===== config.mk =====
export PLATFORM = sky130hd
export DESIGN_NAME = alu_status_unit_flat
export DESIGN_NICKNAME = d
export VERILOG_FILES = /design/src/rtl/alu_status_pkg.sv /design/src/rtl/alu_status_unit_if.sv /design/src/rtl/alu_status_unit_flag_lifo.sv /design/src/rtl/alu_status_unit.sv /design/src/flat_wrapper.sv
export SDC_FILE = /design/constraint.sdc
export NUM_CORES = 1
export LEC_CHECK = 0
export ABC_AREA = 1
export CORE_MARGIN = 1.5
export CORE_UTILIZATION = 45
export CTS_CLUSTER_SIZE = 16
export DETAILED_ROUTE_END_ITERATION = 7
export PLACE_DENSITY = 0.81
export SLEW_MARGIN = 0
export SYNTH_ARGS = -nofsm -noshare
export SYNTH_HDL_FRONTEND = slang
export SYNTH_SLANG_ARGS = --single-unit

===== constraint.sdc =====
create_clock -name clk -period 2.62 [get_ports clk]
set_input_delay 0.655 -clock clk [delete_from_list [all_inputs] [get_ports clk]]
set_output_delay 0.655 -clock clk [all_outputs]
set_load 0.02 [all_outputs]

===== src/rtl/alu_status_pkg.sv =====
// Shared types for the ALU status unit: op classes, branch condition codes, NZCV flag layout
// and the condition evaluator used by the branch mux.
package alu_status_pkg;

  typedef enum logic [3:0] {
    OP_ADD   = 4'd0,
    OP_SUB   = 4'd1,
    OP_MUL   = 4'd2,
    OP_DIV   = 4'd3,
    OP_MOD   = 4'd4,
    OP_POW   = 4'd5,
    OP_SHIFT = 4'd6,
    OP_AND   = 4'd7,
    OP_OR    = 4'd8,
    OP_XOR   = 4'd9,
    OP_MISC  = 4'd10
  } op_e;

  typedef enum logic [3:0] {
    COND_EQ = 4'd0,  COND_NE = 4'd1,  COND_CS = 4'd2,  COND_CC = 4'd3,
    COND_MI = 4'd4,  COND_PL = 4'd5,  COND_VS = 4'd6,  COND_VC = 4'd7,
    COND_HI = 4'd8,  COND_LS = 4'd9,  COND_GE = 4'd10, COND_LT = 4'd11,
    COND_GT = 4'd12, COND_LE = 4'd13, COND_AL = 4'd14, COND_NV = 4'd15
  } cond_e;

  typedef struct packed {
    logic n;
    logic z;
    logic c;
    logic v;
  } flags_t;

  function automatic logic cond_eval(input flags_t f, input cond_e cc);
    logic r;
    r = 1'b0;
    case (cc)
      COND_EQ: r = f.z;
      COND_NE: r = ~f.z;
      COND_CS: r = f.c;
      COND_CC: r = ~f.c;
      COND_MI: r = f.n;
      COND_PL: r = ~f.n;
      COND_VS: r = f.v;
      COND_VC: r = ~f.v;
      COND_HI: r = f.c & ~f.z;
      COND_LS: r = ~f.c | f.z;
      COND_GE: r = (f.n == f.v);
      COND_LT: r = (f.n != f.v);
      COND_GT: r = ~f.z & (f.n == f.v);
      COND_LE: r = f.z | (f.n != f.v);
      COND_AL: r = 1'b1;
      COND_NV: r = 1'b0;
      default: r = 1'b0;
    endcase
    return r;
  endfunction

endpackage


===== src/rtl/alu_status_unit_if.sv =====
// Bus between the ALU result mux / control unit and the status unit.
interface alu_status_unit_if #(parameter int N = 5);
  logic           valid_i;
  logic [3:0]     sel_i;
  logic [N-1:0]   a_i;
  logic [N-1:0]   b_i;
  logic [2*N-1:0] res_i;
  logic           push_i;
  logic           pop_i;
  logic [3:0]     cond_i;
  logic           clr_so_i;
  logic [3:0]     flags_o;
  logic           cond_o;
  logic           full_o;
  logic           empty_o;
  logic           err_o;
  logic           so_o;

  modport master (
    output valid_i, sel_i, a_i, b_i, res_i, push_i, pop_i, cond_i, clr_so_i,
    input  flags_o, cond_o, full_o, empty_o, err_o, so_o
  );

  modport slave (
    input  valid_i, sel_i, a_i, b_i, res_i, push_i, pop_i, cond_i, clr_so_i,
    output flags_o, cond_o, full_o, empty_o, err_o, so_o
  );
endinterface


===== src/rtl/alu_status_unit_flag_lifo.sv =====
// DEPTH-entry LIFO for saved flag sets; simultaneous push+pop is a no-op,
// overflow/underflow attempts raise a one-cycle error pulse.
module flag_lifo #(
  parameter int DEPTH = 4,
  parameter int W     = 4
) (
  input  logic         clk,
  input  logic         rst_n,
  input  logic         i_push,
  input  logic         i_pop,
  input  logic [W-1:0] i_din,
  output logic [W-1:0] o_dout,
  output logic         o_pop_ok,
  output logic         o_full,
  output logic         o_empty,
  output logic         o_err
);
  localparam int CW = $clog2(DEPTH + 1);
  localparam int IW = (DEPTH > 1) ? $clog2(DEPTH) : 1;

  logic [W-1:0]  r_mem [DEPTH];
  logic [CW-1:0] r_cnt;
  logic          r_err;
  logic          w_do_push;
  logic          w_do_pop;
  logic [IW-1:0] w_top_idx;
  logic [IW-1:0] w_wr_idx;

  assign o_full    = (r_cnt == CW'(DEPTH));
  assign o_empty   = (r_cnt == '0);
  assign w_do_push = i_push & ~i_pop & ~o_full;
  assign w_do_pop  = i_pop & ~i_push & ~o_empty;
  assign w_top_idx = IW'(r_cnt - CW'(1));
  assign w_wr_idx  = IW'(r_cnt);
  assign o_dout    = r_mem[w_top_idx];
  assign o_pop_ok  = w_do_pop;
  assign o_err     = r_err;

  always_ff @(posedge clk) begin
    if (!rst_n) begin
      r_cnt <= '0;
      r_err <= 1'b0;
    end else begin
      r_err <= (i_push & ~i_pop & o_full) | (i_pop & ~i_push & o_empty);
      if (w_do_push)     r_cnt <= r_cnt + CW'(1);
      else if (w_do_pop) r_cnt <= r_cnt - CW'(1);
    end
  end

  // Storage is left unreset: entries above the count are never observed.
  always_ff @(posedge clk) begin
    if (w_do_push) r_mem[w_wr_idx] <= i_din;
  end
endmodule


===== src/rtl/alu_status_unit.sv =====
// Registered NZCV status unit with condition evaluation and a flag save/restore stack.
// Optional sticky overflow bit enabled by defining ALU_STATUS_STICKY_OV_EN.
module alu_status_unit
  import alu_status_pkg::*;
#(
  parameter int N     = 5,
  parameter int DEPTH = 4
) (
  input  logic             clk,
  input  logic             rst_n,
  alu_status_unit_if.slave bus
);
  flags_t       w_flags_new;
  flags_t       w_flags_nxt;
  flags_t       r_flags;
  logic [3:0]   w_lifo_top;
  logic         w_pop_ok;

  always_comb begin
    w_flags_new   = '0;
    w_flags_new.z = ~|bus.res_i[N-1:0];
    case (op_e'(bus.sel_i))
      OP_ADD: begin
        w_flags_new.n = bus.res_i[N-1];
        w_flags_new.c = bus.res_i[N];
        w_flags_new.v = (bus.a_i[N-1] == bus.b_i[N-1]) && (bus.res_i[N-1] != bus.a_i[N-1]);
      end
      OP_SUB: begin
        w_flags_new.n = bus.res_i[N-1];
        w_flags_new.c = bus.res_i[N];
        w_flags_new.v = (bus.a_i[N-1] != bus.b_i[N-1]) && (bus.res_i[N-1] != bus.a_i[N-1]);
      end
      OP_MUL: begin
        w_flags_new.n = bus.res_i[N-1];
        w_flags_new.c = bus.res_i[2*N-1];
        w_flags_new.v = |bus.res_i[2*N-1:N];
      end
      OP_DIV: begin
        w_flags_new.n = bus.res_i[N-1];
        w_flags_new.v = (bus.b_i == '0);
      end
      default: ;
    endcase
  end

  flag_lifo #(
    .DEPTH (DEPTH),
    .W     ($bits(flags_t))
  ) u_lifo (
    .clk      (clk),
    .rst_n    (rst_n),
    .i_push   (bus.push_i),
    .i_pop    (bus.pop_i),
    .i_din    (r_flags),
    .o_dout   (w_lifo_top),
    .o_pop_ok (w_pop_ok),
    .o_full   (bus.full_o),
    .o_empty  (bus.empty_o),
    .o_err    (bus.err_o)
  );

  // A new result wins over a restore; the popped entry is still consumed.
  always_comb begin
    w_flags_nxt = r_flags;
    if (bus.valid_i)   w_flags_nxt = w_flags_new;
    else if (w_pop_ok) w_flags_nxt = flags_t'(w_lifo_top);
  end

  always_ff @(posedge clk) begin
    if (!rst_n) r_flags <= '0;
    else        r_flags <= w_flags_nxt;
  end

  assign bus.flags_o = r_flags;
  assign bus.cond_o  = cond_eval(r_flags, cond_e'(bus.cond_i));

`ifdef ALU_STATUS_STICKY_OV_EN
  logic r_so;
  always_ff @(posedge clk) begin
    if (!rst_n)                            r_so <= 1'b0;
    else if (bus.valid_i && w_flags_new.v) r_so <= 1'b1;
    else if (bus.clr_so_i)                 r_so <= 1'b0;
  end
  assign bus.so_o = r_so;
`else
  assign bus.so_o = 1'b0;
`endif
endmodule


===== src/flat_wrapper.sv =====
// flat-port wrapper written by rule: the top's interface ports become plain ports
module alu_status_unit_flat import alu_status_pkg::*;
#(
  parameter int N     = 5,
  parameter int DEPTH = 4
)
  (clk, rst_n, bus_valid_i, bus_sel_i, bus_a_i, bus_b_i, bus_res_i, bus_push_i, bus_pop_i, bus_cond_i, bus_clr_so_i, bus_flags_o, bus_cond_o, bus_full_o, bus_empty_o, bus_err_o, bus_so_o);
  alu_status_unit_if #(.N(N)) bus_i ();
  input  logic clk;
  input  logic rst_n;
  input wire logic [$bits(bus_i.valid_i)-1:0] bus_valid_i;
  input wire logic [$bits(bus_i.sel_i)-1:0] bus_sel_i;
  input wire logic [$bits(bus_i.a_i)-1:0] bus_a_i;
  input wire logic [$bits(bus_i.b_i)-1:0] bus_b_i;
  input wire logic [$bits(bus_i.res_i)-1:0] bus_res_i;
  input wire logic [$bits(bus_i.push_i)-1:0] bus_push_i;
  input wire logic [$bits(bus_i.pop_i)-1:0] bus_pop_i;
  input wire logic [$bits(bus_i.cond_i)-1:0] bus_cond_i;
  input wire logic [$bits(bus_i.clr_so_i)-1:0] bus_clr_so_i;
  output wire logic [$bits(bus_i.flags_o)-1:0] bus_flags_o;
  output wire logic [$bits(bus_i.cond_o)-1:0] bus_cond_o;
  output wire logic [$bits(bus_i.full_o)-1:0] bus_full_o;
  output wire logic [$bits(bus_i.empty_o)-1:0] bus_empty_o;
  output wire logic [$bits(bus_i.err_o)-1:0] bus_err_o;
  output wire logic [$bits(bus_i.so_o)-1:0] bus_so_o;
  assign bus_i.valid_i = bus_valid_i;
  assign bus_i.sel_i = bus_sel_i;
  assign bus_i.a_i = bus_a_i;
  assign bus_i.b_i = bus_b_i;
  assign bus_i.res_i = bus_res_i;
  assign bus_i.push_i = bus_push_i;
  assign bus_i.pop_i = bus_pop_i;
  assign bus_i.cond_i = bus_cond_i;
  assign bus_i.clr_so_i = bus_clr_so_i;
  assign bus_flags_o = bus_i.flags_o;
  assign bus_cond_o = bus_i.cond_o;
  assign bus_full_o = bus_i.full_o;
  assign bus_empty_o = bus_i.empty_o;
  assign bus_err_o = bus_i.err_o;
  assign bus_so_o = bus_i.so_o;
  alu_status_unit #(.N(N), .DEPTH(DEPTH)) u_core (.clk(clk), .rst_n(rst_n), .bus(bus_i));
endmodule

==> results_tabular.tex <==
\begin{tabular}{lr}
\hline
Metric & Value \\
\hline
\multicolumn{2}{l}{\textbf{Floorplanning}} \\
\quad Vertical extent of the die & 59.0 um \\
\quad Chip Width & 59.0 um \\
\quad Placeable Area & 0.00303 mm\^{}2 \\
\quad Floorplan die area & 0.00348 mm\^{}2 \\
\quad Io pins & 43 \\
\quad Starting utilization of the core area & 46.7\% \\
\quad Core Rows & 20 \\
\multicolumn{2}{l}{\textbf{Synth}} \\
\quad Synth warn & 0 \\
\quad Register bit total from synthesis & 24 \\
\quad Instance count of the mapped netlist & 182 \\
\quad Area contributors post-synth & edfxtp\_1 34\%, nand2\_1 11\%, dfxtp\_1 11\% \\
\quad Number of nets in the synthesized netlist & 222 \\
\quad Largest area contributor in the synthesized netlist & edfxtp\_1 \\
\quad Total standard cell area after synthesis & 0.00141 mm\^{}2 \\
\quad Top-area cell type share of the netlist area & 34.0\% \\
\quad Average cell area after synthesis & 7.76 um\^{}2 \\
\quad Distinct cell type count after synthesis & 26 \\
\quad Register area share after synthesis & 45.3\% \\
\multicolumn{2}{l}{\textbf{Timing}} \\
\quad Number of hold-slack violations in the final timing report & 0 \\
\quad Final-report setup violation count & 0 \\
\quad Final clock period utilization by the worst path & 95.1\% \\
\quad Max Clk Rate & 0.401 GHz \\
\quad Max Slew Vio Count & 0 \\
\quad Unrepaired setup endpoints after global routing & false \\
\quad Worst hold slack & 0.513 ns \\
\quad Final setup slack of the worst path & 0.128 ns \\
\quad Minimum clock period after layout & 2.49 ns \\
\quad Worst clock skew & 0.0122 ns \\
\multicolumn{2}{l}{\textbf{Worst setup path}} \\
\quad Critical path launch point type & primary input \\
\quad Worst r2r dst & u\_core.u\_lifo.r\_mem[1][1] \\
\quad Worst Setup End Kind & primary output \\
\quad Class of the most critical setup path & in2out \\
\quad Critical path fanouts, max & 5 \\
\quad Critical path data arrival time & 1.84 ns \\
\quad Crit Reg-Reg Startpoint & u\_core.u\_lifo.r\_cnt[0] \\
\quad Logic depth of the worst register-to-register path & 5 \\
\quad Req. time, crit path & 1.97 ns \\
\quad R2R setup slack & 0.71 ns \\
\multicolumn{2}{l}{\textbf{Clock network}} \\
\quad Skew-Pair Late Insertion Delay & 0.33 ns \\
\quad CTS-repair resized insts & 6 \\
\quad Number of buffers added by the clock tree synthesis step & 3 \\
\quad Cell at the root of the clock tree & clkbuf\_4 \\
\quad Clock-pin transition on the worst setup and hold timing paths & 0.11 ns \\
\quad CTS max path bufs & 2 \\
\quad Number of post-CTS setup repair buffers & 0 \\
\quad Cts-stage hold buffer count & 0 \\
\quad TritonCTS sink count & 24 \\
\quad Clock tree from TritonCTS & yes \\
\quad \# H-tree levels & 1 \\
\multicolumn{2}{l}{\textbf{Routing}} \\
\quad Final routed DRC violation total & 0 \\
\quad Aggregate routed wire length & 3100 um \\
\quad Number of detailed-routing iterations run before antenna repair & 4 \\
\quad Post-DR vias/cell & 4.90 \\
\quad Routed vias & 1,318 \\
\quad Number of nets still failing antenna checks after routing & 0 \\
\quad Initial detailed-routing violation count & 60 \\
\quad Routed wirelength normalized by instance count & 11.5 um \\
\multicolumn{2}{l}{\textbf{Finish}} \\
\quad Fraction of final layout cells sized beyond drive strength 1 & 9.78\% \\
\quad Count of inserted antenna diode cells & 0 \\
\quad Net total in the final layout & 266 \\
\quad Area growth from synthesis to layout & 34.5\% \\
\quad Layout Cells excl Fill & 269 \\
\multicolumn{2}{l}{\textbf{Flow run}} \\
\quad \# Max-Cap Violations & 0 \\
\multicolumn{2}{l}{\textbf{Global route}} \\
\quad Initial antenna violation count & 0 \\
\quad Vias in the first global route & 1,121 \\
\quad Congestion Overflow GR & 0 \\
\quad Largest net degree at the start of global routing & 14 \\
\quad Wire length of the first global-routing pass & 4930 um \\
\quad Global-route usage over all layers & 19.4\% \\
\multicolumn{2}{l}{\textbf{Pwr}} \\
\quad Total leakage power & 0.807 nW \\
\quad Pwr per Cell Area & 558 mW/mm\^{}2 \\
\quad VDD IR max & 0.000416 V \\
\multicolumn{2}{l}{\textbf{Worst hold path}} \\
\quad Hold endpoint & u\_core.u\_lifo.r\_cnt[1] \\
\quad Tightest Hold Check Type & reg2reg \\
\quad Critical hold path startpoint & u\_core.u\_lifo.r\_cnt[1] \\
\quad Hold Crit Depth & 2 \\
\multicolumn{2}{l}{\textbf{Place}} \\
\quad Pre-CTS setup slack & -0.354 ns \\
\quad Post-DP HPWL & 2400 um \\
\quad Cell Count Post-Placement & 265 \\
\quad \# port buffers & 36 \\
\quad Final GP Congestion & 0.795 \\
\multicolumn{2}{l}{\textbf{Outcome}} \\
\quad Run status & completed \\
\hline
\end{tabular}
## synthesized netlist by cell type
| cell | number |
|---|---|
| inv_2 | 1 |
| clkinv_1 | 1 |
| nor3_1 | 3 |
| o211ai_1 | 1 |
| nand2_2 | 1 |
| buf_4 | 1 |
| nor2_1 | 23 |
| nand2_1 | 43 |
| nand3_1 | 19 |
| a21oi_2 | 1 |
| nand4_1 | 1 |
| o21ai_0 | 9 |
| dfxtp_1 | 8 |
| a21oi_1 | 10 |
| conb_1 | 1 |
| nor2_4 | 1 |
| o21ai_1 | 4 |
| edfxtp_1 | 16 |
| buf_2 | 2 |
| ha_1 | 6 |
| nand3b_1 | 3 |
| nand3b_2 | 1 |
| nor3_4 | 1 |
| a31oi_1 | 2 |
| nor3_2 | 1 |
| inv_1 | 22 |
## routing by layer
| layer | global-route usage (%) | vias to the layer above | share of wire, % |
|---|---|---|---|
| met1 | 25.4 | 597 | 46 |
| met3 | 4.37 | 5 | 4.0 |
| met2 | 31.6 | 29 | 49 |
| met5 | 0 | - | 0 |
| met4 | 6.82 | 0 | 1.4 |
| li1 | - | 687 | - |
## where the power goes
group          internal, W  switching [W]
combinational     0.000180       0.000241
clock            0.0000560       0.000109
sequential        0.000446      0.0000271
## per-stage QoR
stage               utilization [%]  area (um^2)  power, W  TNS, ns
detailed placement             61.3         1860  0.000902   -0.354
global placement               61.3         1860  0.000889   -0.372
finish                         62.7         1900   0.00106        0
CTS                            62.0         1880   0.00106        0
global route                   62.7         1900   0.00114        0
floorplan                         -         1410  0.000738        0
## final cells by class
type	count	area, um^2
Inverter	24	90.1
Clock inverter	1	3.75
Multi-Input combinational cell	131	678
Sequential cell	24	641
Fill cell	264	1130
Timing Repair Buffer	42	409
Clock buffer	3	22.5
Tap cell	44	55.1
## logic make-up after synthesis
logic type	count (synthesis)	synth area share, %
simple gates	97	31.3
other cells	1	0.265
flops	24	45.3
fa+ha+maj	6	5.31
compound gates	27	10.2
buf+inv	27	7.62
## how the worst max path moves through the flow
stage	startpoint	endpoint	cells after the start
after CTS	u_core.u_lifo.r_cnt[1]	bus_empty_o	4
after detailed placement	bus_cond_i[3]	bus_cond_o	8
after global placement	bus_cond_i[3]	bus_cond_o	9
after floorplan	u_core.u_lifo.r_cnt[0]	u_core.u_lifo.r_mem[0][0]	5
after global routing	bus_cond_i[0]	bus_cond_o	9
final	bus_cond_i[0]	bus_cond_o	9
## critical path, cell delays in order
cell,delay [ns]
clkdlybuf4s50_1,0.49
inv_2,0.06
nand2_1,0.09
nand2_1,0.06
nand3_1,0.07
nand2_1,0.06
nor3_2,0.10
nand3_1,0.09
buf_4,0.16
## cell usage in the layout (no fill, tap or decap), drive strengths merged
master and n:
ha 6, nand4 1, a21oi 11, clkbuf 3
inv 23, o211ai 1, nor3 5, buf 7
nand3 19, nor2 24, clkdlybuf4s50 31, a31oi 2
dlymetal6s2s 3, nand2 44, edfxtp 16, o21ai 13
conb 1, dfxtp 8, dlygate4sd2 1, nand3b 4
clkinv 2
## state kept, by name, indices dropped and copies added (netlist names)
register	count
u_core.u_lifo.r_mem	16
u_core.u_lifo.r_cnt	3
u_core.u_lifo.o_err	1
u_core.bus.flags_o	4
Power figures use the tool's default switching activity.
==> patch 1 (same settings) <==
`N` is set to 5 in 3 places; all go to 10.
--- a/src/rtl/alu_status_unit_if.sv
+++ b/src/rtl/alu_status_unit_if.sv
@@ -1,5 +1,5 @@
 // Bus between the ALU result mux / control unit and the status unit.
-interface alu_status_unit_if #(parameter int N = 5);
+interface alu_status_unit_if #(parameter int N = 10);
   logic           valid_i;
   logic [3:0]     sel_i;
   logic [N-1:0]   a_i;
--- a/src/rtl/alu_status_unit.sv
+++ b/src/rtl/alu_status_unit.sv
@@ -3,7 +3,7 @@
 module alu_status_unit
   import alu_status_pkg::*;
 #(
-  parameter int N     = 5,
+  parameter int N     = 10,
   parameter int DEPTH = 4
 ) (
   input  logic             clk,
--- a/src/flat_wrapper.sv
+++ b/src/flat_wrapper.sv
@@ -1,7 +1,7 @@
 // flat-port wrapper written by rule: the top's interface ports become plain ports
 module alu_status_unit_flat import alu_status_pkg::*;
 #(
-  parameter int N     = 5,
+  parameter int N     = 10,
   parameter int DEPTH = 4
 )
   (clk, rst_n, bus_valid_i, bus_sel_i, bus_a_i, bus_b_i, bus_res_i, bus_push_i, bus_pop_i, bus_cond_i, bus_clr_so_i, bus_flags_o, bus_cond_o, bus_full_o, bus_empty_o, bus_err_o, bus_so_o);
Ports: changed (resized bus_a_i, bus_b_i and bus_res_i); port bits go from 43 to 63. No check against the original RTL was run, so the function may have changed too.
==> patch 1 against the original RTL <==
- area after synthesis rose by 7.5%
- final area rose by 15%
- clock power rose by 62%
- sequential cell count did not move
- synthesized cell count rose by 4.9%
- routed wire length rose by 8.7%
- sequential power fell by 6.8%
- power fell by 2.1%
- die area rose by 7.2%
- worst setup slack improved by 0.17 ns
- sequential share of layout area fell by 4.4 points
- fmax rose by 7.4%
- critical path type unchanged
==> patch 1: results (changes against the original RTL) <==
critical_path:
  crit_path_max_fanout: 7  # +2
  worstPathArrival_ns: 1.66  # -0.18 ns
  critPathMaxStageDelay_ns: 0.29  # -0.20 ns
  critPathSlowestCell: "dlygate4sd2_1"
placed_design:
  place_area_um2: 2110  # +14%
  dp.cells: 290  # +9.4%
  gp_congestion: 0.763  # -4.1%
  pre_cts_ws_ns: -0.411  # -0.0567 ns
  port_buffers: 51  # +42%
  dp_hpwl_um: 2720  # +13%
synthesis:
  synth_cell_types: 33  # +27%
  synth_compound_area_share_pct: 14.3  # +4.1 points
  synth_edf_count: 16  # unchanged
  synthTopCellsByArea: "edfxtp_1 (32%), dfxtp_1 (11%), nand2_1 (8.2%), nor2_1 (7.7%), inv_1 (5.4%)"
  synth-seq-area-share_pct: 42.2  # -3.2 points
  avgSynthCellArea_um2: 7.95  # +2.5%
  synthAdderAreaFrac_pct: 4.94  # -0.37 points
  syn-num-nets: 251  # +13%
  synthMuxAreaShare_pct: 0  # unchanged
  synthTopCellsByCount: "nand2_1 (33), nor2_1 (31), inv_1 (22)"
  synth_xor_area_share_pct: 0.577  # +0.58 points
routing:
  drt_iter0_drc: 47  # -22%
  dr_total_vias: 1430  # +8.5%
  post_drt_wl_per_cell_um: 11.5  # -0.50%
  wirelength_um: 3370  # +8.7%
pwr:
  vdd_drop_max_mv: 0.231  # -44%
  power.internal_mw: 0.739  # +8.3%
  p_leak_nw: 0.953  # +18%
global_routing:
  grt_pass1_wl_um: 5420  # +9.8%
  gr-usage-all-layers_pct: 19.2  # -0.18 points
  grt_max_degree: 15  # +1
  grt_pass1_vias: 1304  # +16%
  antenna_found_initial: 0  # unchanged
cells_and_area:
  largest_reg_flops: 16  # unchanged
  drive_gt1_share_pct: 14.8  # +5.0 points
  areaGrowthSynthToFinish_pct: 43.7
  final_nets: 311  # +17%
clock_tree:
  path_clk_slew_ns: 0.13  # +0.02 ns
  worst_skew_pair.late_latency_ns: 0.31  # -0.02 ns
sta:
  fin_skew_ns: 0.00219  # -0.00999 ns
outcome:
  outcome: "completed"
==> patch 1: changes by cell type after synthesis, moves of 3 or more <==
| cell | delta |
|---|---|
| nand2_1 | -10 |
| nor2_1 | +8 |
| nand3_1 | -7 |
| inv_2 | +5 |
| o21ai_1 | +5 |
| nand2_2 | +3 |
| nand3b_1 | -3 |
==> patch 1: kinds of logic (layout without fill, tap and decap cells) <==
group,Yosys count,count (layout)
AND/OR/NAND/NOR,93,93
buffers and inverters,31,90
XOR/XNOR,1,1
flip-flops,24,24
adder cells (fa/ha/maj),6,6
other,1,1
AO/OA/AOI/OAI,35,35
==> patch 1: critical path, delay by kind of cell <==
kind                   cells  cell delay [ns]
and+or+nand+nor            4             0.38
buffers and inverters      2             0.42
AOI/OAI and AO/OA          2             0.21
==> patch 1: area by class of cell <==
type	instances	area (um2)
fillers	254	945
inverters	29	109
repair buffers	57	568
well taps	44	55.1
flip-flops and latches	24	641
clock buffers	3	22.5
clock inverters	1	30.0
multi-input cells	136	758
==> patch 1: per-layer routing <==
metal	up-vias	global-route usage, %	wire length [um]
li1	747	-	-
met1	632	25.2	1480
met2	49	33.7	1690
met3	2	2.52	180
met4	0	4.04	21
met5	-	0	0
==> patch 1: worst paths after layout <==
kind                                from                   endpoint  slack [ns]
setup reg to reg  u_core.u_lifo.r_cnt[0]  u_core.u_lifo.r_mem[1][3]        0.78
hold / removal    u_core.u_lifo.r_cnt[1]     u_core.u_lifo.r_cnt[1]        0.57
hold reg to reg   u_core.u_lifo.r_cnt[1]     u_core.u_lifo.r_cnt[1]        0.57
setup / recovery           bus_cond_i[1]                 bus_cond_o        0.30
==> patch 1: power groups by stage <==
| stage | clock network, mW | registers [mW] | logic (mW) |
|---|---|---|---|
| 3_3_place_gp | 0 | 0.449 | 0.319 |
| 5_1_grt | 0.278 | 0.444 | 0.360 |
| 6_report | 0.267 | 0.441 | 0.330 |
| 4_1_cts | 0.267 | 0.441 | 0.326 |
| 2_1_floorplan | 0 | 0.456 | 0.179 |
| 3_5_place_dp | 0 | 0.449 | 0.328 |
==> patch 1: repair_timing <==
item                       4_1_cts  5_1_grt
resized for setup                5       12
pin swaps                        0        3
cloned                           0        0
setup endpoints to repair        1        3
==> patch 2 (same flow settings) <==
Made on the original files. Add a define of `ALU_STATUS_STICKY_OV_EN`.
--- a/src/rtl/alu_status_unit.sv
+++ b/src/rtl/alu_status_unit.sv
@@ -1,5 +1,7 @@
 // Registered NZCV status unit with condition evaluation and a flag save/restore stack.
 // Optional sticky overflow bit enabled by defining ALU_STATUS_STICKY_OV_EN.
+`define ALU_STATUS_STICKY_OV_EN
+
 module alu_status_unit
   import alu_status_pkg::*;
 #(
Check against the original RTL: not equivalent (Yosys sat finds a counterexample within 4 cycles, from zero or initial values and one cycle with rst_n low).
==> patch 2 against the original RTL <==
- highest routed layer unchanged
- sequential cell count up 1
- routed wire length decreased by 0.77%
- worst hold slack improved by 0.0075 ns
- area after synthesis is 3.8% higher
- final area rose by 4.2%
- worst setup slack worse by 0.046 ns
- power grew 3.7%
- sequential share of layout area shrank 0.33 points
==> patch 2: results (changes against the original RTL) <==
placed_design:
  port_buffers: 38  # +5.6%
  pre_cts_ws_ns: -0.372  # -0.0172 ns
  dp_hpwl_um: 2410  # +0.22%
  gp_congestion: 0.889  # +12%
  place_area_um2: 1930  # +4.0%
critical_path:
  crit_path_max_fanout: 4  # -1
  worstReg2RegEnd: "u_core.u_lifo.r_mem[1][2]"
  r2r_slack_ns: 0.79  # +0.08 ns
  worstPathArrival_ns: 1.88  # +0.04 ns
  crit_start: "u_core.u_lifo.r_cnt[1]"
pwr:
  vdd_drop_max_mv: 0.220  # -47%
global_routing:
  globalRouteMet3Util_pct: 1.95  # -2.4 points
  grt_pass1_wl_um: 5090  # +3.2%
  grt_max_degree: 16  # +2
  gr-usage-all-layers_pct: 19.1  # -0.31 points
  grt_pass1_vias: 1203  # +7.3%
cells_and_area:
  final_nets: 270  # +1.5%
synthesis:
  synth_cell_types: 28  # +7.7%
  synthTopCellsByArea: "edfxtp_1 (33%), dfxtp_1 (12%), nand2_1 (10%), nor2_1 (7.9%), inv_1 (5.6%)"
  synth-seq-area-share_pct: 45.1  # -0.30 points
  synthAdderAreaFrac_pct: 5.12  # -0.19 points
routing:
  drt_iter0_drc: 30  # -50%
  post_drt_wl_per_cell_um: 11.3  # -2.2%
  dr_total_vias: 1324  # +0.46%
  wl_met3_um: 122  # -0.81%
clock_tree:
  worst_skew_pair.late_latency_ns: 0.31  # -0.02 ns
sta:
  fin_skew_ns: 0.00253  # -0.00964 ns
outcome:
  outcome: "completed"
[patch 2: critical path, stage by stage, from the launching register on]
cell	delay [ns]
dfxtp_1	0.37
inv_1	0.08
ha_1	0.22
ha_1	0.26
clkdlybuf4s50_1	0.64
[patch 2: through the flow]
step | setup TNS, ns | utilization (%) | power (mW)
floorplan | 0 | - | 0.764
global placement | -0.359 | 62.7 | 0.921
detailed placement | -0.372 | 62.7 | 0.932
CTS | 0 | 63.9 | 1.10
global route | 0 | 64.3 | 1.17
finish | 0 | 64.3 | 1.10
[patch 2: cell type report]
type,instances,area share [%]
sequential,25,33.4
timing repair buffer,43,21.2
tap,44,2.78
clock buffer,3,1.14
multi-input combinational,133,36.6
clock inverter,1,0.380
inverter,24,4.55
[patch 2: power groups by stage]
stage                     logic, mW  clock network (mW)  registers [mW]
after floorplan               0.262                   0           0.502
after global placement        0.431                   0           0.489
after detailed placement      0.441                   0           0.491
after CTS                     0.443               0.177           0.482
after global routing          0.490               0.196           0.486
final                         0.442               0.175           0.482
